**config.mk**
```make
export PLATFORM = sky130hd
export DESIGN_NAME = wrapper_game_io
export DESIGN_NICKNAME = d
export VERILOG_FILES = /design/src/rtl/wrapper_game_io_pkg.sv /design/src/rtl/wrapper_game_io_key_debounce.sv /design/src/rtl/wrapper_game_io.sv
export SDC_FILE = /design/constraint.sdc
export NUM_CORES = 1
export LEC_CHECK = 0
export ABC_AREA = 1
export CAP_MARGIN = 20
export CORE_MARGIN = 2
export CORE_UTILIZATION = 57
export CTS_CLUSTER_DIAMETER = 40
export DETAILED_ROUTE_END_ITERATION = 10
export PLACE_DENSITY = 0.88
export SLEW_MARGIN = 40
export SYNTH_ARGS = -nofsm -noshare
export SYNTH_HDL_FRONTEND = slang
export SYNTH_SLANG_ARGS = --single-unit
```
**constraint.sdc**
```tcl
create_clock -name clk -period 1.8 [get_ports clk]
set_input_delay 0.36 -clock clk [delete_from_list [all_inputs] [get_ports clk]]
set_output_delay 0.36 -clock clk [all_outputs]
set_load 0.01 [all_outputs]
```
**src/rtl/wrapper_game_io_pkg.sv**
```systemverilog
// Shared constants and types for the board-side game I/O wrapper:
// default divider/debounce/colour settings, polarity constants and the
// per-key status bundle passed from each key channel to the wrapper.
package wrapper_game_io_pkg;

  // Default board timing and video bus shape.
  localparam int DEF_CLK_DIV         = 2;
  localparam int DEF_NUM_KEYS        = 4;
  localparam int DEF_DEBOUNCE_CYCLES = 16;
  localparam int DEF_RGB_W           = 3;

  // Polarity constants: value XORed onto the signal at the board boundary.
  localparam bit SYNC_POL_HIGH = 1'b0;
  localparam bit KEY_POL_HIGH  = 1'b0;

  // Counter width able to hold 0..n-1; never narrower than one bit.
  function automatic int cnt_width(input int n);
    return (n > 1) ? $clog2(n) : 1;
  endfunction

  // Per-key status: debounced level plus one-clk press/release pulses.
  typedef struct packed {
    logic level;
    logic press;
    logic rls;
  } key_evt_t;

endpackage

```
**src/rtl/wrapper_game_io_key_debounce.sv**
```systemverilog
// One board key: 2-FF synchroniser, debounce counter and press/release
// pending bits delivered as one-clk pulses on the cycle after `deliver`.
module wrapper_game_io_key_debounce
  import wrapper_game_io_pkg::*;
#(
  parameter int DEBOUNCE_CYCLES = DEF_DEBOUNCE_CYCLES,
  parameter bit KEY_ACTIVE_LOW  = KEY_POL_HIGH
) (
  input  logic     clk,
  input  logic     reset,
  input  logic     key_raw,
  input  logic     deliver,
  output key_evt_t evt
);

  localparam int               CNT_W    = cnt_width(DEBOUNCE_CYCLES);
  localparam logic [CNT_W-1:0] CNT_LAST = CNT_W'(DEBOUNCE_CYCLES - 1);

  logic [1:0]       sync_q, sync_d;
  logic [CNT_W-1:0] cnt_q, cnt_d;
  logic             stable_q, stable_d;
  logic             press_pend_q, press_pend_d;
  logic             rel_pend_q, rel_pend_d;
  logic             press_q, press_d;
  logic             rel_q, rel_d;
  logic             rise, fall;

  // Next-state: synchronise (polarity folded in so reset 0 means released),
  // debounce with no partial credit, latch edges as pending, deliver on enable.
  always_comb begin
    sync_d   = {sync_q[0], key_raw ^ KEY_ACTIVE_LOW};
    stable_d = stable_q;
    cnt_d    = cnt_q;
    rise     = 1'b0;
    fall     = 1'b0;
    if (sync_q[1] == stable_q) begin
      cnt_d = '0;
    end else if (cnt_q == CNT_LAST) begin
      stable_d = ~stable_q;
      cnt_d    = '0;
      rise     = ~stable_q;
      fall     = stable_q;
    end else begin
      cnt_d = cnt_q + 1'b1;
    end
    // A new edge in the delivery cycle survives the clear.
    press_pend_d = rise | (press_pend_q & ~deliver);
    rel_pend_d   = fall | (rel_pend_q & ~deliver);
    press_d      = deliver & press_pend_q;
    rel_d        = deliver & rel_pend_q;
  end

  // State registers with synchronous reset to the released/idle state.
  always_ff @(posedge clk) begin
    if (reset) begin
      sync_q       <= '0;
      cnt_q        <= '0;
      stable_q     <= 1'b0;
      press_pend_q <= 1'b0;
      rel_pend_q   <= 1'b0;
      press_q      <= 1'b0;
      rel_q        <= 1'b0;
    end else begin
      sync_q       <= sync_d;
      cnt_q        <= cnt_d;
      stable_q     <= stable_d;
      press_pend_q <= press_pend_d;
      rel_pend_q   <= rel_pend_d;
      press_q      <= press_d;
      rel_q        <= rel_d;
    end
  end

  assign evt = '{level: stable_q, press: press_q, rls: rel_q};

endmodule

```
**src/rtl/wrapper_game_io.sv**
```systemverilog
// Board-side wrapper for game cores: pixel clock-enable divider, debounced
// keys with press/release events aligned to the enable, and registered
// sync/colour outputs onto the board pins.
module wrapper_game_io
  import wrapper_game_io_pkg::*;
#(
  parameter int CLK_DIV         = DEF_CLK_DIV,
  parameter int NUM_KEYS        = DEF_NUM_KEYS,
  parameter int DEBOUNCE_CYCLES = DEF_DEBOUNCE_CYCLES,
  parameter bit KEY_ACTIVE_LOW  = KEY_POL_HIGH,
  parameter int RGB_W           = DEF_RGB_W,
  parameter bit SYNC_INVERT     = SYNC_POL_HIGH
) (
  input  logic                clk,
  input  logic                reset,
  input  logic [NUM_KEYS-1:0] keys,
  output logic                pix_ce,
  output logic [NUM_KEYS-1:0] key_level,
  output logic [NUM_KEYS-1:0] key_press,
  output logic [NUM_KEYS-1:0] key_release,
  input  logic                game_hsync,
  input  logic                game_vsync,
  input  logic [RGB_W-1:0]    game_rgb,
  output logic                hsync,
  output logic                vsync,
  output logic [RGB_W-1:0]    rgb
);

  localparam int               DIV_W    = cnt_width(CLK_DIV);
  localparam logic [DIV_W-1:0] DIV_LAST = DIV_W'(CLK_DIV - 1);

  logic [DIV_W-1:0] div_cnt_q, div_cnt_d;
  logic             div_hit;
  logic             hsync_q, hsync_d;
  logic             vsync_q, vsync_d;
  logic [RGB_W-1:0] rgb_q, rgb_d;
  key_evt_t         key_evt [NUM_KEYS];

  // Divider next-state: count 0..CLK_DIV-1 and wrap on the enable cycle.
  always_comb begin
    div_hit   = (div_cnt_q == DIV_LAST);
    div_cnt_d = div_hit ? '0 : div_cnt_q + 1'b1;
  end

  // Divider counter register.
  always_ff @(posedge clk) begin
    if (reset) begin
      div_cnt_q <= '0;
    end else begin
      div_cnt_q <= div_cnt_d;
    end
  end

  // Masked by reset so CLK_DIV=1 stays quiet while reset is held.
  assign pix_ce = div_hit & ~reset;

  // Video next-state: capture on pix_ce only, blank colour during sync.
  always_comb begin
    hsync_d = hsync_q;
    vsync_d = vsync_q;
    rgb_d   = rgb_q;
    if (pix_ce) begin
      hsync_d = game_hsync ^ SYNC_INVERT;
      vsync_d = game_vsync ^ SYNC_INVERT;
      rgb_d   = (game_hsync | game_vsync) ? '0 : game_rgb;
    end
  end

  // Video output registers; reset drives syncs to their inactive level.
  always_ff @(posedge clk) begin
    if (reset) begin
      hsync_q <= SYNC_INVERT;
      vsync_q <= SYNC_INVERT;
      rgb_q   <= '0;
    end else begin
      hsync_q <= hsync_d;
      vsync_q <= vsync_d;
      rgb_q   <= rgb_d;
    end
  end

  assign hsync = hsync_q;
  assign vsync = vsync_q;
  assign rgb   = rgb_q;

  for (genvar g = 0; g < NUM_KEYS; g++) begin : g_key
    wrapper_game_io_key_debounce #(
      .DEBOUNCE_CYCLES(DEBOUNCE_CYCLES),
      .KEY_ACTIVE_LOW (KEY_ACTIVE_LOW)
    ) u_key (
      .clk    (clk),
      .reset  (reset),
      .key_raw(keys[g]),
      .deliver(pix_ce),
      .evt    (key_evt[g])
    );
  end

  // Unpack per-key status into the flat key buses.
  always_comb begin
    key_level   = '0;
    key_press   = '0;
    key_release = '0;
    for (int i = 0; i < NUM_KEYS; i++) begin
      key_level[i]   = key_evt[i].level;
      key_press[i]   = key_evt[i].press;
      key_release[i] = key_evt[i].rls;
    end
  end

endmodule

```
; ---- Yosys cells after proc, flatten, opt, wreduce, memory -nomap -nowiden
; Cells that the tools add are included.
[op_classes]
add_sub_neg = 5
eq_ne = 8
mux = 17
bitwise_logic = 36
reduce_logical = 9
[op_table]
columns = operator, n
row1 = bitwise AND 1 bit, 17
row2 = "adder 4 x 1 -> 4 bit, second input constant", 4
row3 = "== test 4 bit, second input constant", 4
row4 = two-way mux 1 bit, 16
row5 = OR reduction 3 bit, 4
row6 = inverter 1 bit, 10
row7 = OR 1 bit, 9
row8 = AND reduction 2 bit, 4
row9 = == test 1 bit, 4
row10 = two-way mux 3 bit, 1
row11 = OR reduction 2 bit, 1
row12 = "adder 1 bit, second input constant", 1
[totals]
ff_bits = 50
input_bits = 11

; ---- Logic depth before layout (Yosys ltp)
; Gate-level depths: netlist of run 1.
[logic_depth]
ltp_word = 5
depth_mapped = 6

; ---- Cells and area by module
; Synthesis of run 1 repeated with hierarchy kept, for this count alone.
[unflattened]
cells_unflattened = 245
hier_area_um2 = 1901.8
[modules_own_cells]
columns = mod, instances, cells_each, area_per_inst_um2, seq_area_each_um2
row1 = wrapper_game_io_key_debounce, 4, 55, 425.4, 220.2
row2 = wrapper_game_io, 1, 25, 200.2, 120.1

; ---- Least setup slack after synthesis of run 1
; Ideal clock, no wire load.
[synth_path]
kind = in2out
start = input reset
end = output pix_ce
t_arrival_ps = 832
t_required_ps = 1440
path_slack_ps = 608
path_stages = 5
n_path_buf = 2
path_cell_list = buf_6 inv_6 nand2_2 buf_6 inv_1
[synth_between]
elab_chain_len = 2
[synth_rtl]
columns = element, line_no
row1 = start: declaration, wrapper_game_io.sv:15  ; input logic reset,
row2 = inverter 1 bit, wrapper_game_io.sv:55  ; assign pix_ce = div_hit & ~reset;
row3 = bitwise AND 1 bit, wrapper_game_io.sv:55
row4 = end: declaration, wrapper_game_io.sv:17  ; output logic pix_ce,
; Every way passes these cells.

; ---- Worst setup path in the final report of run 1
[layout_path]
start = register g_key[0].u_key.stable_q
end = output key_level[0]
[layout_rtl]
columns = element, line_no
row1 = start: declaration, wrapper_game_io_key_debounce.sv:21  ; logic stable_q, stable_d;
row2 = start signal: assignment, wrapper_game_io_key_debounce.sv:66  ; stable_q <= stable_d;
row3 = end: declaration, wrapper_game_io.sv:18  ; output logic [NUM_KEYS-1:0] key_level,
; No word-level cell between the ends.

==> out/qor.csv, run 1 <==
metric,value,unit
period utilization,0.942,
post-synth top area cell,dfxtp_1,
layout cells sized above 1,0.187,
Hold WS,0.416,ns
worst-margin pin slew,0.311,ns
Layout Nets,266,
PD cells,805,nW/um2
routed via count,1397,
Inserted Diodes,0,
Core Region,3360,um2
Tmin final,1.70,ns
CP endpoint kind,output port,
"Cell Area, Synth",2020,um2
yosys warns,0,
cells along the critical path,clkdlybuf4s50_1,
total grt overflow,0,
synth unique cells,22,
DRC viols,0,
post-synthesis sequential area ratio,0.495,
Finished Layout Cells,298,
Hold Path Class,reg -> reg,
"Primary FF master, synth",dfxtp_1,
clock-pin slew on the worst setup and hold paths,0.13,ns
Synth top cells by count,"50 x dfxtp_1, 40 x nand2_1, 36 x inv_1, 20 x nor2_1, 17 x nor2_2",
WP data arrival,1.34,ns
Finished Cell Area,2320,um2
Leak,0.000891,uW
total wire length,2970,um
DR top layer,met4,
Synth area leaders,"dfxtp_1 50%, nand2_1 7.4%, inv_1 6.7%, nor2_2 5.3%, buf_4 4.5%",
GPL Wtd Cong,0.750,
post-synth top area share,0.495,
ys async rst share,0,
initial antenna violation count,0,
critical path type,reg -> out,
Met3 Wirelength,122,um
wire per inst,9.97,um
post-route ant nets,0,
CP max stage delay,0.57,ns
Mapped Nets,244,
IO Pins,29,
clock root cell,clkbuf_4,
critical-path maximum fanout,5,
Die ar.,4040,um2
worst endpoint required time,1.44,ns
endpoints failing hold,0,
initial core utilization,0.601,
clock latency on the worst-skew pair,0.36,ns
syn avg cell area,8.83,um2
Seq cells post-synth,50,
Finish-stage setup viols,0,
first-pass GRT wire length,5310,um
maxcap violations,0,
Critical Path Source Type,register,
"CP delay by family, top",buffers and inverters,
RSZ-0062 raised after global routing,no,
CTS tree,built,
max_slew headroom,0.792,
H-tree levels,2,
Final Max Slew Viols,0,
Post-synth EDFFs,0,
dpl hpwl,2160,um
largest net degree at the start of global routing,22,
num rows,21,
CTS Sinks,50,
area grow syn2layout,14.8,%
Fmax,590,MHz
Routed met1 length,1360,um
Worst Skew,0.00623,ns
clock tree buffer depth,2,
Num CTS Buffers,5,
"Buf+Inv Stages, Crit Path",1,
DP Cell Count,290,
sum of negative setup slack,0,ns
DIE WIDTH,63.6,um
status,finished clean,
vias in the first global route,1296,
DR vias/cell,4.69,
Slowest cell on crit path,clkdlybuf4s50_1,
top-count cell post-synth,dfxtp_1,
Gate Count Post-Synth,229,
GRT Util Overall,0.168,
Buffers on Ports,28,
placed instance area,2240,um2
VDD IR-drop max,0.000410,V
die height,63.6,um
met2 wire len,1440,um
Pre-antenna DRT Iters,4,
Iteration-0 DRC Markers,78,
-- cell usage in the layout, fill, tap and decap left out, types with 3 or more instances in the layout --
| cell type | count |
|---|---|
| clkdlybuf4s50_1 | 27 |
| dfxtp_2 | 4 |
| inv_1 | 36 |
| nand2_1 | 40 |
| nor2_1 | 20 |
| dfxtp_1 | 46 |
| xnor2_1 | 4 |
| nand4_1 | 4 |
| nand3_4 | 4 |
| nand3_2 | 6 |
| nor2_2 | 17 |
| clkbuf_4 | 5 |
| buf_4 | 3 |
| o22ai_1 | 7 |
| ha_1 | 4 |
| nand3_1 | 14 |
-- kinds of logic (layout without fill, tap and decap cells) --
family                   after synthesis  in the layout  share of synthesized area
AND/OR/NAND/NOR                      107            107                      0.284
buffers and inverters                 54             77                      0.144
flip-flops                            50             50                      0.495
AO/OA/AOI/OAI                         10             10                     0.0346
adder cells (fa/ha/maj)                4              4                     0.0248
XOR/XNOR                               4              4                     0.0173
-- state kept, by name, indices dropped and copies added (netlist names) --
name,count
g_key.u_key.cnt_q,16
g_key.u_key.sync_q,8
rgb,3
g_key.u_key.stable_q,4
hsync,1
div_cnt_q,1
g_key.u_key.rel_pend_q,4
g_key.u_key.press_q,4
g_key.u_key.rel_q,4
vsync,1
g_key.u_key.press_pend_q,4
-- metrics by stage --
step                      worst slack (ns)   util  total power [uW]
after floorplan                      0.608      -              1230
after global placement              -0.105  0.666              1260
after detailed placement            -0.115  0.666              1260
after CTS                           0.0372  0.689              1880
after global routing                0.0152  0.690              1950
final                                0.104  0.690              1870
-- routing by layer --
metal,vias to the layer above,global-route usage
li1,741,-
met1,622,0.195
met2,28,0.275
met3,6,0.0589
met4,0,0.0815
met5,-,0
-- worst paths after layout --
| check | startpoint | end | slack [ns] | cells after the start |
|---|---|---|---|---|
| setup / recovery | g_key[0].u_key.stable_q | key_level[0] | 0.10 | 1 |
| hold / removal | g_key[1].u_key.sync_q[0] | g_key[1].u_key.sync_q[1] | 0.42 | 2 |
| setup reg to reg | g_key[2].u_key.cnt_q[0] | g_key[2].u_key.cnt_q[0] | 0.58 | 4 |
| hold reg to reg | g_key[1].u_key.sync_q[0] | g_key[1].u_key.sync_q[1] | 0.42 | 2 |
-- repair_timing --
action                                  in CTS  in global routing
pin swaps                                    0                  0
hold buffers                                 0                  0
buffers inserted                             0                  0
gates resized for setup                      1                  4
endpoints found under the setup margin       1                  4
-- power by group --
part           internal, uW  leakage, uW  switching, uW
clock                   293    0.0000385            337
sequential             1120     0.000407           10.5
combinational          47.7     0.000446           56.2
total                  1460     0.000891            403
-- final cells by class --
type / instances / area, um2
clock buffers: 6 / 41.3
clock inverters: 2 / 37.5
fillers: 268 / 1040
inverters: 38 / 148
multi-input cells: 125 / 729
flip-flops and latches: 50 / 1010
well taps: 46 / 57.6
repair buffers: 31 / 302
No activity file was read; power rests on OpenSTA's default activity.
==> run 2: changes to the inputs <==
--- a/config.mk
+++ b/config.mk
@@ -11,7 +11,7 @@
 export CORE_UTILIZATION = 57
 export CTS_CLUSTER_DIAMETER = 40
 export DETAILED_ROUTE_END_ITERATION = 10
-export PLACE_DENSITY = 0.88
+export PLACE_DENSITY = 0.83
 export SLEW_MARGIN = 40
 export SYNTH_ARGS = -nofsm -noshare
 export SYNTH_HDL_FRONTEND = slang
==> out/qor.csv, run 2 (same netlist as run 1, synthesis figures left out) <==
metric,value,unit,change
internal power,1490,uW,+2.0%
die height,63.6,um,unchanged
hold endpoint,g_key[0].u_key.sync_q[1],,
biggest regs,"g_key.u_key.cnt_q (16), g_key.u_key.sync_q (8)",,
Critical Path Source Type,register,,
critical-path maximum fanout,5,,unchanged
CP max stage delay,0.57,ns,about the same
GRT Util Overall,0.166,,-0.00258
hold_buf cts,0,,unchanged
worst-margin pin slew,0.318,ns,+0.00621 ns
Setup crit start,g_key[2].u_key.stable_q,,
Buffers on Ports,28,,unchanged
total grt overflow,0,,unchanged
clock tree buffer depth,2,,unchanged
VDD IR-drop max,0.000503,V,+23%
routed via count,1378,,-1.4%
reg-to-reg startpoint,g_key[2].u_key.cnt_q[0],,
clock-pin slew on the worst setup and hold paths,0.13,ns,about the same
max reg flops,16,,unchanged
Slowest cell on crit path,clkdlybuf4s50_1,,
PD cells,809,nW/um2,+0.56%
"most common cell after layout, fill and taps aside",dfxtp_1,,
total wire length,2920,um,-1.8%
Iteration-0 DRC Markers,49,,-37%
Finished Layout Cells,297,,-0.34%
Net Switching,383,uW,-5.1%
worst endpoint required time,1.44,ns,about the same
Sw Share,0.204,,-0.0120
critical path type,reg -> out,,
Finish-stage setup viols,0,,unchanged
Num CTS Buffers,5,,unchanged
Hold Path Class,reg -> reg,,
initial antenna violation count,0,,unchanged
endpoints failing hold,0,,unchanged
Die ar.,4040,um2,unchanged
Inserted Diodes,0,,unchanged
num rows,21,,unchanged
register-to-register setup slack,0.60,ns,+0.02 ns
Place WS,-0.129,ns,-0.0134 ns
sequential power share,0.604,,-0.003
area grow syn2layout,14.7,%,about the same
first-pass GRT wire length,5260,um,-0.92%
status,finished clean,,
Fmax,585,MHz,-0.84%
GPL Wtd Cong,0.758,,+1.1%
hold depth,2,,unchanged
DRC viols,0,,unchanged
layout cells sized above 1,0.175,,-0.0112
IO Pins,29,,unchanged
max_slew headroom,0.788,,-0.00414
clock latency on the worst-skew pair,0.35,ns,about the same
Pre-antenna DRT Iters,4,,unchanged
maxcap violations,0,,unchanged
final worst setup slack,0.0896,ns,-0.0143 ns
Core Region,3360,um2,unchanged
post-route ant nets,0,,unchanged
Tmin final,1.71,ns,+0.0143 ns
largest net degree at the start of global routing,22,,unchanged
RSZ-0062 raised after global routing,no,,
DIE WIDTH,63.6,um,unchanged
Reg with most FFs,g_key.u_key.cnt_q,,
wire per inst,9.82,um,-1.5%
terminus of the critical flop-to-flop path,g_key[2].u_key.cnt_q[2],,
period utilization,0.950,,+0.00795
cells along the critical path,clkdlybuf4s50_1,,
"Buf+Inv Stages, Crit Path",1,,unchanged
CTS tree,built,,
Hold WS,0.416,ns,+0.000658 ns
Worst Skew,0.00881,ns,+0.00258 ns
CTS Sinks,50,,unchanged
Register-to-Register Path Depth,4,,unchanged
WP data arrival,1.35,ns,about the same
vias in the first global route,1254,,-3.2%
most frequent cells in the layout,"49 x dfxtp_1, 40 x nand2_1, 36 x inv_1, 27 x clkdlybuf4s50_1, 20 x nor2_1",,
initial core utilization,0.601,,unchanged
combinational share of power,0.055,,about the same
DP Cell Count,290,,unchanged
clock root cell,clkbuf_4,,
Layout Nets,266,,unchanged
Clock power frac,0.341,,+0.004
CP endpoint kind,output port,,
DR vias/cell,4.64,,-1.0%
Final Max Slew Viols,0,,unchanged
Leak,0.000896,uW,+0.52%
H-tree levels,2,,unchanged
dpl hpwl,2140,um,-0.64%
worst hold start,g_key[0].u_key.sync_q[0],,
"CP delay by family, top",buffers and inverters,,
[run 2: changes by cell type in the layout (fill, tap and decap cells not counted)]
cell,previous run,this run
clkinvlp_4,1,0
clkbuf_1,1,0
dfxtp_1,46,49
dfxtp_2,4,1
clkbuf_8,0,1
[run 2: area by class of cell]
| class | count | area [um2] |
|---|---|---|
| Clock buffer | 6 | 51.3 |
| Clock inverter | 1 | 30.0 |
| Fill cell | 306 | 1040 |
| Inverter | 38 | 148 |
| Multi-Input combinational cell | 125 | 729 |
| Sequential cell | 50 | 1000 |
| Tap cell | 46 | 57.6 |
| Timing Repair Buffer | 31 | 302 |
[run 2: power groups by stage]
| stage | clock network (uW) | logic [uW] | registers, uW |
|---|---|---|---|
| after global placement | 0 | 103 | 1160 |
| after detailed placement | 0 | 105 | 1160 |
| after CTS | 664 | 104 | 1130 |
| final | 641 | 103 | 1130 |
| after global routing | 708 | 115 | 1140 |
| after floorplan | 0 | 68.2 | 1160 |
[run 2: repair_timing]
action                                  4_1_cts  5_1_grt
hold endpoints to repair                      0        0
endpoints found under the setup margin        1        1
buffers inserted                              0        0
gates cloned                                  0        0
resized for setup                             1        1
[run 2: stage by stage]
step | util | TNS (ns) | instance area (um2) | power [uW]
5_1_grt | 0.690 | 0 | 2320 | 1960
6_report | 0.690 | 0 | 2320 | 1880
2_1_floorplan | - | 0 | 2020 | 1230
3_3_place_gp | 0.666 | -0.107 | 2240 | 1260
3_5_place_dp | 0.666 | -0.129 | 2240 | 1260
4_1_cts | 0.689 | 0 | 2320 | 1900
[run 2: how the worst max path moves through the flow]
stage	end	cells past startpoint
finish	key_level[2]	1
global route	pix_ce	3
CTS	key_level[3]	1
detailed placement	pix_ce	5
global placement	pix_ce	5
floorplan	pix_ce	5
[run 2: metal layers]
metal	GRT usage	part of all wire	vias up
met1	0.195	0.46	616
met4	0.0897	0.016	0
met3	0.0393	0.032	4
li1	-	-	735
met2	0.276	0.49	23
met5	0	0	-
==> run 3: changes to the inputs <==
--- a/config.mk
+++ b/config.mk
@@ -11,6 +11,7 @@
 export CORE_UTILIZATION = 57
 export CTS_CLUSTER_DIAMETER = 40
 export DETAILED_ROUTE_END_ITERATION = 10
+export HOLD_SLACK_MARGIN = 0.1
 export PLACE_DENSITY = 0.83
 export SLEW_MARGIN = 40
 export SYNTH_ARGS = -nofsm -noshare
==> results of run 3 <==
Same layout as run 2: the final DEF is identical, and so are final timing and power.
